==> config.mk <==
export PLATFORM = sky130hd
export DESIGN_NAME = led_scan_sequencer
export DESIGN_NICKNAME = d
export VERILOG_FILES = /design/src/rtl/led_scan_sequencer.sv
export SDC_FILE = /design/constraint.sdc
export NUM_CORES = 1
export LEC_CHECK = 0
export ABC_CLOCK_PERIOD_IN_PS = 3200
export CORE_ASPECT_RATIO = 1.1
export CORE_UTILIZATION = 30
export CTS_CLUSTER_DIAMETER = 50
export CTS_CLUSTER_SIZE = 24
export DETAILED_ROUTE_END_ITERATION = 6
export SETUP_SLACK_MARGIN = 0.1
export SYNTH_ARGS = -nofsm -noshare
export SYNTH_HDL_FRONTEND = slang
export SYNTH_SLANG_ARGS = --single-unit
==> constraint.sdc <==
create_clock -name clk -period 3.2 [get_ports clk]
set_input_delay 0.64 -clock clk [delete_from_list [all_inputs] [get_ports clk]]
set_output_delay 0.64 -clock clk [all_outputs]
set_load 0.02 [all_outputs]
==> src/rtl/led_scan_sequencer.sv <==
// Select-code generator for the 3-to-8 LED decoder: a debounced step button
// or a prescaled auto tick advances a 3-bit code up or down, with load override.
module led_scan_sequencer #(
    parameter int DEBOUNCE_CYCLES = 16,
    parameter int TICK_DIV        = 1000
) (
    input  logic       clk,
    input  logic       rst_n,
    input  logic       btn_step,
    input  logic       run_en,
    input  logic       dir,
    input  logic       load,
    input  logic [2:0] load_val,
    output logic [2:0] sel,
    output logic       wrap,
    output logic       step_ack
);

    localparam int DB_W = (DEBOUNCE_CYCLES > 1) ? $clog2(DEBOUNCE_CYCLES) : 1;
    localparam int PS_W = (TICK_DIV > 1) ? $clog2(TICK_DIV) : 1;
    localparam logic [DB_W-1:0] DB_LAST = DB_W'(DEBOUNCE_CYCLES - 1);
    localparam logic [PS_W-1:0] PS_LAST = PS_W'(TICK_DIV - 1);

    typedef enum logic [1:0] {DB_REL, DB_PCHK, DB_PRS, DB_RCHK} db_state_t;
    typedef enum logic {MANUAL, AUTO} mode_t;

    logic            btn_m, btn_s, run_m, run_s;
    db_state_t       db_state, db_next;
    logic [DB_W-1:0] db_cnt, db_cnt_next;
    logic            press, press_next;
    mode_t           mode, mode_next;
    logic [PS_W-1:0] presc;
    logic            tick, adv;

    always_ff @(posedge clk or negedge rst_n) begin
        if (!rst_n) begin
            btn_m <= 1'b0;
            btn_s <= 1'b0;
            run_m <= 1'b0;
            run_s <= 1'b0;
        end else begin
            btn_m <= btn_step;
            btn_s <= btn_m;
            run_m <= run_en;
            run_s <= run_m;
        end
    end

    always_ff @(posedge clk or negedge rst_n) begin
        if (!rst_n) begin
            db_state <= DB_REL;
            db_cnt   <= '0;
            press    <= 1'b0;
            mode     <= MANUAL;
        end else begin
            db_state <= db_next;
            db_cnt   <= db_cnt_next;
            press    <= press_next;
            mode     <= mode_next;
        end
    end

    // Press is only declared after btn_s stays high for DEBOUNCE_CYCLES
    // consecutive cycles; release needs the same stability before re-arming.
    always_comb begin
        db_next     = db_state;
        db_cnt_next = db_cnt;
        press_next  = 1'b0;
        case (db_state)
            DB_REL: begin
                if (btn_s) begin
                    db_next     = DB_PCHK;
                    db_cnt_next = '0;
                end
            end
            DB_PCHK: begin
                if (!btn_s) begin
                    db_next = DB_REL;
                end else begin
                    db_cnt_next = db_cnt + 1'b1;
                    if (db_cnt == DB_LAST) begin
                        db_next    = DB_PRS;
                        press_next = 1'b1;
                    end
                end
            end
            DB_PRS: begin
                if (!btn_s) begin
                    db_next     = DB_RCHK;
                    db_cnt_next = '0;
                end
            end
            DB_RCHK: begin
                if (btn_s) begin
                    db_next = DB_PRS;
                end else begin
                    db_cnt_next = db_cnt + 1'b1;
                    if (db_cnt == DB_LAST) begin
                        db_next = DB_REL;
                    end
                end
            end
            default: db_next = DB_REL;
        endcase
    end

    always_comb begin
        mode_next = run_s ? AUTO : MANUAL;
    end

    // Held at zero in MANUAL, so entering AUTO always starts a full period.
    always_ff @(posedge clk or negedge rst_n) begin
        if (!rst_n) begin
            presc <= '0;
        end else if (mode != AUTO) begin
            presc <= '0;
        end else if (presc == PS_LAST) begin
            presc <= '0;
        end else begin
            presc <= presc + 1'b1;
        end
    end

    assign tick     = (mode == AUTO) && (presc == PS_LAST);
    assign adv      = press | tick;
    assign step_ack = press;

    always_ff @(posedge clk or negedge rst_n) begin
        if (!rst_n) begin
            sel  <= 3'd0;
            wrap <= 1'b0;
        end else if (load) begin
            sel  <= load_val;
            wrap <= 1'b0;
        end else if (adv) begin
            if (dir) begin
                sel  <= sel - 3'd1;
                wrap <= (sel == 3'd0);
            end else begin
                sel  <= sel + 3'd1;
                wrap <= (sel == 3'd7);
            end
        end else begin
            wrap <= 1'b0;
        end
    end

endmodule

After elaboration in Yosys (flattened, before gate mapping)
Index checks and enable logic that the tools add are counted.
- register bits: 26
- bits of input ports: 9
- word-level logic and storage cells: 58
- add/sub/neg operators: 4
- equality and inequality tests: 12
- mux-type cells: 24
- bitwise logic cells: 1
- reductions and logical operators: 6
- operators by type and width (cell ; count):
    10-bit 2-to-1 mux ; 2
    4-bit 2-to-1 mux ; 4
    4-bit case mux with 4 select lines ; 1
    2-bit 2-to-1 mux ; 6
    10-bit by 1-bit adder with 10-bit output, second input constant ; 1
    10-bit == test, second input constant ; 1
    3-bit 2-to-1 mux ; 3
    2-bit != test, second input constant ; 4
    2-bit case mux with 4 select lines ; 1
    4-bit AND reduction ; 2
    1-bit 2-to-1 mux ; 7
    3-bit != test, second input constant ; 2
    4-bit by 1-bit adder with 4-bit output, second input constant ; 1
    2-bit == test, second input constant ; 2
    4-bit == test, second input constant ; 1
    3-bit by 1-bit adder with 3-bit output, second input constant ; 1
    3-bit == test, second input constant ; 1
    3-bit zero test ; 1
    3-bit by 1-bit subtractor with 3-bit output, second input constant ; 1
    2-bit by 1-bit == test with 1-bit output, second input constant ; 1
    2-bit zero test ; 1
    2-bit nonzero test ; 1
    1-bit logical AND ; 1
    1-bit OR ; 1

Logic depth before layout (Yosys ltp)
- word-level depth: 5
- mapped depth: 5
- depth with buffers taken out: 5

Worst setup path before layout
Ideal clock, no wire load.
- path kind: input port to flip-flop
- start: in dir
- end: reg sel[2]
- library setup time: 82 ps
- arrival: 1692 ps
- slack: 1426 ps
- stages: 5
- path buffers: 0
- cell sequence: inv_1 -> fa_1 -> xor2_1 -> or3_1 -> a31oi_1
- word-level cells in the longest chain between the ends: 3
- ends and longest elaborated chain (element ; line ; RTL):
    from (decl) ; 11 ; input logic dir,
    3-bit 2-to-1 mux ; 136 ; if (dir) begin
    3-bit 2-to-1 mux ; 135 ; end else if (adv) begin
    3-bit 2-to-1 mux ; 132 ; end else if (load) begin
    to (signal assigned) ; 133 ; sel <= load_val;
    to (signal assigned) ; 137 ; sel <= sel - 3'd1;
    to (signal assigned) ; 140 ; sel <= sel + 3'd1;
    to (decl) ; 14 ; output logic [2:0] sel,
No other way between the ends. The select of a mux whose other input is x is not followed.
A chain may end at the register's enable or synchronous reset.

Worst setup path in the final report
Ends and elaborated chain as after synthesis.

==> results.ini <==
[run_status]
outcome = complete, no violations

[cts]
cts_max_path_buffers = 2
cts_setup_buffers = 0
tritoncts = done
cts_resized = 0
root_buffer = clkbuf_8
htree_num_levels = 1
cts_buffers = 3
clkTransAtPathRegs_ns = 0.08
worstSkewPairLatency_ns = 0.27
ctsHoldBuffers = 0
cts_sinks = 26

[finish]
area.growth.synth_to_final_pct = 19.98
drive_above_1_share = 0.06667
instances_no_fill = 170
antenna_cells = 0
final_util = 0.3815
nNetsFinal = 134
final_area_mm2 = 0.001405

[worst_setup_path]
critical_path.max_fanout = 3
required_ns = 3.39
cp.depth = 6
r2r_end = presc[6]
critPathBufInv = 2
slowest_delay_ns = 0.51
cp-end-kind = flop
critPathSlowestCell = clkdlybuf4s50_1
r2r-start = presc[0]
path_cells = clkdlybuf4s50_1, inv_1, fa_1, xor2_1, or3_1, a31oi_1
path_delay_family = buffers and inverters
crit_start = dir
reg2regPathDepth = 4
start_kind = input pin
critPathCapture = sel[2]
worstSetupPathType = in2reg
r2r_slack_ns = 1.15
arrival_ns = 2.31

[grt]
grt_use_total = 0.1178
grt_max_degree = 27
first_global_vias = 832
grt_pass1_wl_mm = 3.567
antenna_found_initial = 0
grt_overflow = 0

[timing]
worst_pin_slew_ns = 1.132
relSlewSlack = 0.2355
finalSetupViolCount = 0
rsz0062_at_grt = no
min_period_ns = 2.126
layout_setup_ws_ns = 1.074
fin_crit_sh = 0.6643
finalSetupTns_ns = 0
skew_ns = 0.004026
fmax_ghz = 0.4704
hold_viol = 0
slew_viol_final = 0
timing.hold.ws_ns = 0.3560

[drt]
dr.pass1.iters = 4
ant_nets = 0
via_count = 813
drt_first_iter_violations = 17
routed_wirelength_mm = 2.030
top_layer = met4
wl_per_cell_um = 11.94
m1WireLength_um = 920
vias_per_cell = 4.782
wl_met2_mm = 1.031
met3_length_um = 34
drc = 0

[pwr]
leakage_nw = 0.6219
ir_drop_uv = 218.6
p_total_uw = 625.8
power_density_mw_per_mm2 = 445.4

[floorplanning]
core-area_mm2 = 0.003684
fp.dieW_um = 61.57
dieArea_mm2 = 0.004158
pin_count = 14
chipHeight_um = 67.53
start_util = 0.3179
row_count = 23

[logic_synthesis]
synth_cells = 104
synth_cell_types = 34
ys_seq_area_frac = 0.5556
syn_area_per_cell_um2 = 11.26
mappedNetlistArea_mm2 = 0.001171
synth_top_area_frac = 0.5556
synth.area.top_cells = dfrtp_1 (56%), xor2_1 (4.5%), xnor2_1 (3.0%)
yosys_warnings = 0
synth_seq_cells = 26
syn-num-nets = 116
yosys.area.top_type = dfrtp_1

[flow_run]
drv_cap = 0

[placed_design]
dpl.cell_count = 167
finalWeightedCongestion = 0.7638
placed_area_mm2 = 0.001364
dp_hpwl_mm = 1.512
port-buffer-count = 13
pre_cts_ws_ns = 0.7648

[min_path]
hp-class = reg2reg

-- Yosys cell counts --
master / n
dfrtp_1: 26
nand2_1: 8
nor2_1: 8
inv_1: 6
nand3_1: 6
xor2_1: 6
o21ai_0: 5
xnor2_1: 4
nor2b_1: 3
a31oi_1: 2
and2_1: 2
ha_1: 2
mux2_2: 2
nand4_1: 2
nor3_1: 2
nor3b_1: 2
a21o_1: 1
a22o_1: 1
a41oi_1: 1
and3_1: 1
and4_1: 1
and4_2: 1
buf_4: 1
fa_1: 1
mux2i_1: 1
nand2b_1: 1
nand4_2: 1
nand4bb_1: 1
nor4_1: 1
o211ai_1: 1
o311ai_0: 1
o41a_1: 1
o41ai_1: 1
or3_1: 1
-- registers in the layout, summed over array words and instances, names as in the netlist, named ones only --
register and cells:
run_s 1, wrap 1, run_m 1, db_cnt 4
btn_s 1, step_ack 1, db_state 1, mode 1
presc 10, btn_m 1, sel 3
-- worst min-delay path by stage --
stage,start,to,slack (ns),cells after the start
2_1_floorplan,btn_m,btn_s,0.33,0
3_3_place_gp,run_s,mode,0.33,0
3_5_place_dp,run_m,run_s,0.34,0
4_1_cts,btn_m,btn_s,0.36,0
5_1_grt,btn_m,btn_s,0.38,0
6_report,btn_m,btn_s,0.36,0
-- cells in the final DEF (no fill, tap or decap), types with 3 or more instances in the layout --
master           netlist  layout
inv_1                  6       6
nor2b_1                3       3
xnor2_1                4       4
nand2_1                8       8
o21ai_0                5       5
clkdlybuf4s50_1        0      13
xor2_1                 6       6
nand3_1                6       6
dfrtp_1               26      26
clkbuf_8               0       3
nor2_1                 8       8
-- cells by family after synthesis --
kind of cell | Yosys count | synth area share
and+or+nand+nor | 41 | 0.1934
DFF | 26 | 0.5556
AOI/OAI and AO/OA | 14 | 0.08441
xor gates and xnor gates | 10 | 0.07478
buffers and inverters | 7 | 0.02564
muxes | 3 | 0.02778
adders and majority gates | 3 | 0.03846
-- metal layers --
layer	up-vias	GRT usage
met5	-	0
met4	0	0.05833
met3	5	0.02299
met2	7	0.1976
met1	402	0.1420
li1	399	-
-- report_power, final --
group	internal [mW]	switching (mW)	total, mW
registers	0.349	0.0219	0.371
clock network	0.0843	0.0957	0.180
logic	0.0384	0.0364	0.0748
-- layout make-up --
class / count / area (um2)
clock buffers: 3 / 41.29
fillers: 392 / 2278
repair buffers: 14 / 137.6
inverters: 6 / 22.52
well taps: 50 / 62.56
multi-input cells: 71 / 490.5
flip-flops and latches: 26 / 650.6
(Power assumes the default switching activity.)
==> edit 1: new RTL, config.mk and constraints unchanged <==
`DEBOUNCE_CYCLES`: 16 -> 32.
--- a/src/rtl/led_scan_sequencer.sv
+++ b/src/rtl/led_scan_sequencer.sv
@@ -2,5 +2,5 @@
 // or a prescaled auto tick advances a 3-bit code up or down, with load override.
 module led_scan_sequencer #(
-    parameter int DEBOUNCE_CYCLES = 16,
+    parameter int DEBOUNCE_CYCLES = 32,
     parameter int TICK_DIV        = 1000
 ) (
Formal check against the unedited RTL: no difference found for any inputs over 10 cycles, from zero or initial values and one cycle with rst_n low; that may be too few to reach the edited logic, so the function may still have changed.
==> edit 1 against the unedited design <==
- non-clock buffer count is 1 higher
- total power up 2.9%
- sequential cell count increased by 1
- critical path type unchanged
- worst setup slack better by 0.025 ns
- synthesized area grew 4.2%
- first-iteration DRC count rose to 3.5 times the old value
- design area increased by 4.3%
- wire length is 0.79% higher
==> edit 1: results <==
group,metric,value,unit
run_status,status,"finished clean",
setup_path,r2r_setup_slack,1.37,ns
hold_path,hold_start,"btn_m",
timing,slew_headroom,51.3,%
route,drtIter0Drc,60,
clock_network,cts-root-buf,"clkbuf_8",
timing,skew,0.0109,ns
hold_path,hp-class,"flip-flop to flip-flop",
clock_network,htreeDepth,1,
hold_path,whs_path_depth,0,
clock_network,insertion_delay,0.27,ns
synth,synth_compound_area_share,8.92,%
synth,synth.distinct_cells,35,
setup_path,regToRegEndpoint,"sel[2]",
synth,ys.warnings.count,0,
layout,reg_top3,"presc: 10 flops, db_cnt: 5 flops, sel: 3 flops",
placement,gp_congestion,0.805,
synth,syn_nets,123,
clock_network,clkTransAtPathRegs,0.09,ns
power,p_leak,0.650,nW
power,peakVddDrop,0.183,mV
synth,synth-xor-area-share,7.18,%
grt,grt_max_degree,28,
layout,drive_gt1_share,7.87,%
placement,place_hpwl,1490,µm
grt,grt_antenna_before_repair,0,
synth,synth_commonest_cells,"dfrtp_1, nand2_1, nor2_1",
clock_network,cts_resized,0,
layout,layout.nets,141,
clock_network,clock_path_buffers,2,
layout,diodes,0,
grt,grt_pass1_vias,816,
grt,grt_pass1_wl,3620,µm
route,vias,846,
route,wl,2050,µm
hold_path,holdPathEnd,"btn_s",
synth,async_flop_share,100,%
clock_network,cts_setup_buffers,0,
synth,synth.area.top_cells,"dfrtp_1, xor2_1, ha_1",
placement,dp_slack,0.779,ns
route,dr.pass1.iters,4,
synth,synth-adder-area-share,4.72,%
synth,synth-main-ff-cell,"dfrtp_1",
grt,grt_usage,11.4,%
setup_path,worst-path-max-fanout,3,
setup_path,r2r_cells,5,
placement,numPortBuffers,13,
setup_path,setup.worst_path.start,"dir",
setup_path,timing.rr.start,"presc[0]",
synth,seq_area_frac_synth,55.4,%
clock_network,cts_made_buffers,3,
synth,muxShareOfSynthArea,2.67,%
setup_path,cp.arrival,2.31,ns
-- edit 1: cell families (layout without fill, tap and decap cells) --
family | Yosys count | count (layout)
xor+xnor | 10 | 10
buf+inv | 8 | 25
compound gates | 16 | 16
simple gates | 42 | 42
fa+ha+maj | 4 | 4
mux | 3 | 3
flops | 27 | 27
-- edit 1: critical path, cell delays in order --
cell and delay (ns):
clkdlybuf4s50_1 0.52, inv_1 0.09, fa_1 0.43, xor2_1 0.16, or3_1 0.31, a31oi_1 0.15
-- edit 1: worst max path at each step --
stage	to	slack, ns
CTS	sel[2]	1.10
floorplan	sel[2]	1.43
global placement	sel[2]	0.86
global route	sel[2]	1.06
detailed placement	sel[2]	0.78
finish	sel[2]	1.10
-- edit 1: final cells by class --
type,count,area (µm²)
Fill cell,362,2300
Inverter,6,22.5
Sequential cell,27,676
Tap cell,50,62.6
Clock buffer,4,45.0
Timing Repair Buffer,15,145
Multi-Input combinational cell,75,514
-- edit 1: metrics by stage --
step	power (mW)	cell area [µm²]	hold WS (ns)	instances
floorplan	0.425	1220	0.331	110
global placement	0.458	1420	0.334	173
detailed placement	0.462	1420	0.337	173
CTS	0.660	1470	0.358	177
global route	0.685	1470	0.362	177
finish	0.644	1470	0.353	177
-- edit 1: power breakdown --
| group | internal (mW) | total, mW | switching [mW] |
|---|---|---|---|
| Combinational | 0.0395 | 0.0744 | 0.0349 |
| Sequential | 0.361 | 0.380 | 0.0191 |
| Clock | 0.0891 | 0.190 | 0.101 |
-- edit 1: metal layers --
layer  wire [µm]  global-route usage, %  share of wire [%]  up-vias
met2        1030                   20.1                 50       12
met5           0                      0                  0        -
met3          66                   3.95                3.2        6
met1         916                   12.2                 45      413
met4          37                   6.10                1.8        0
li1            -                      -                  -      415
==> edit 2: new RTL, same flow settings <==
Without the edit above. Add an input register stage for `btn_step`, without a reset; this delays it by one clock. The other inputs are not delayed to match.
--- a/src/rtl/led_scan_sequencer.sv
+++ b/src/rtl/led_scan_sequencer.sv
@@ -25,4 +25,10 @@
     typedef enum logic {MANUAL, AUTO} mode_t;
 
+    logic btn_step_q;
+
+    always_ff @(posedge clk) begin
+        btn_step_q <= btn_step;
+    end
+
     logic            btn_m, btn_s, run_m, run_s;
     db_state_t       db_state, db_next;
@@ -40,5 +46,5 @@
             run_s <= 1'b0;
         end else begin
-            btn_m <= btn_step;
+            btn_m <= btn_step_q;
             btn_s <= btn_m;
             run_m <= run_en;
Behaviour: no difference found for any inputs over 10 cycles, from zero or initial values and one cycle with rst_n low; that may be too few to reach the edited logic, so the function may still have changed.
==> edit 2 against the unedited design <==
- synthesized area grew 4.7%
- design area up 4.9%
- total power is 6.7% higher
- core utilization fell by 0.68 points
- worst setup slack lost 0.091 ns
- worst hold slack worse by 0.023 ns
- sequential cell count increased by 1
- wire length up 0.20%
- maximum frequency is 4.1% lower
- combinational power grew 8.7%
==> edit 2: results <==
group,metric,value,unit
grt,grt_max_degree,27,
layout,n_fill_cell,384,
clock_network,cts-root-buf,"clkbuf_8",
synth,async_flop_share,96.3,%
grt,grt_pass1_vias,831,
synth,ys.warnings.count,0,
clock_network,cts_made_buffers,3,
placement,dp_slack,0.679,ns
layout,layout.nets,138,
layout,stdcell_count,177,
clock_network,cts_setup_buffers,0,
layout,drive_gt1_share,8.80,%
setup_path,timing.rr.start,"sel[0]",
grt,grt_usage,10.7,%
clock_network,clock_path_buffers,2,
setup_path,critPathSlowestCell,"clkdlybuf4s50_1",
layout,reg_top3,"presc: 10 flops, db_cnt: 4 flops, sel: 3 flops",
synth,synth_commonest_cells,"dfrtp_1, nor2_1, nand2_1",
route,routedWlPerCell,11.5,µm
clock_network,insertion_delay,0.28,ns
setup_path,path_delay_family,"buffers and inverters",
synth,synth-main-ff-cell,"dfrtp_1",
synth,synth.distinct_cells,38,
setup_path,r2r_cells,6,
run_status,status,"finished clean",
clock_network,htreeDepth,1,
power,peakVddDrop,0.187,mV
clock_network,clkTransAtPathRegs,0.10,ns
synth,seq_area_frac_synth,54.7,%
setup_path,max_stage_delay,0.55,ns
power,p_leak,0.628,nW
placement,place_hpwl,1440,µm
clock_network,cts_hold_buf,0,
setup_path,cp.arrival,2.39,ns
route,drtIter0Drc,28,
timing,skew,0.0102,ns
timing,hold_viol_final,0,
layout,multi_input_area,537,µm²
timing,slew_headroom,58.8,%
clock_network,cts_resized,0,
placement,dpl.cell_count,173,
synth,synth.area.top_cells,"dfrtp_1, nand3_1, xnor2_1",
layout,diodes,0,
placement,gp_congestion,0.771,
synth,syn_nets,120,
setup_path,worst-path-max-fanout,4,
hold_path,hold_start,"btn_step_q",
power,p_sw,174,µW
placement,numPortBuffers,13,
placement,place_area,1430,µm²
synth,syn_avg_cell_area,11.4,µm²
route,vias_per_cell,4.87,
grt,grt_pass1_wl,3650,µm
==> edit 2: changes by cell type in the layout (fill, tap and decap cells not counted), sizes merged, moves of 2 or more <==
cell / change
inv: -2
nor3: +2
xor2: -3
and3: +2
o21ai: -3
==> edit 2: cell families (layout without fill, tap and decap cells) <==
family                   count (synthesis)  count (layout)  share of synthesized area, %
AO/OA/AOI/OAI                           19              19                          12.1
XOR/XNOR                                 7               7                          5.00
adder cells (fa/ha/maj)                  3               3                          3.67
buffers and inverters                    5              22                          1.53
flip-flops                              27              27                          54.7
multiplexers                             2               2                          1.73
AND/OR/NAND/NOR                         45              45                          21.2
==> edit 2: layout make-up <==
cell class	count	area share, %
clock inverters	1	0.509
multi-input cells	76	36.4
clock buffers	3	2.80
flip-flops and latches	27	45.5
inverters	4	1.02
well taps	52	4.41
repair buffers	14	9.34
==> edit 2: metal layers <==
metal | vias up | global-route usage [%] | share of wire (%)
met5 | - | 0 | 0
met4 | 0 | 6.20 | 2.4
met3 | 5 | 2.15 | 3.9
met2 | 20 | 15.9 | 43
met1 | 413 | 14.4 | 50
li1 | 424 | - | -
==> edit 2: worst paths after layout <==
kind                       slack [ns]        to
hold / removal                   0.33     btn_m
setup / recovery                 0.98    sel[2]
setup reg to reg                 1.47    sel[2]
max in group asynchronous        2.23  presc[8]
hold reg to reg                  0.33     btn_m
min in group asynchronous        0.71      mode
==> edit 2: power groups by stage <==
| stage | registers (mW) | logic (mW) | clock network [mW] |
|---|---|---|---|
| detailed placement | 0.395 | 0.0822 | 0 |
| global route | 0.392 | 0.0916 | 0.218 |
| floorplan | 0.394 | 0.0441 | 0 |
| finish | 0.388 | 0.0813 | 0.199 |
| CTS | 0.388 | 0.0828 | 0.213 |
| global placement | 0.393 | 0.0792 | 0 |
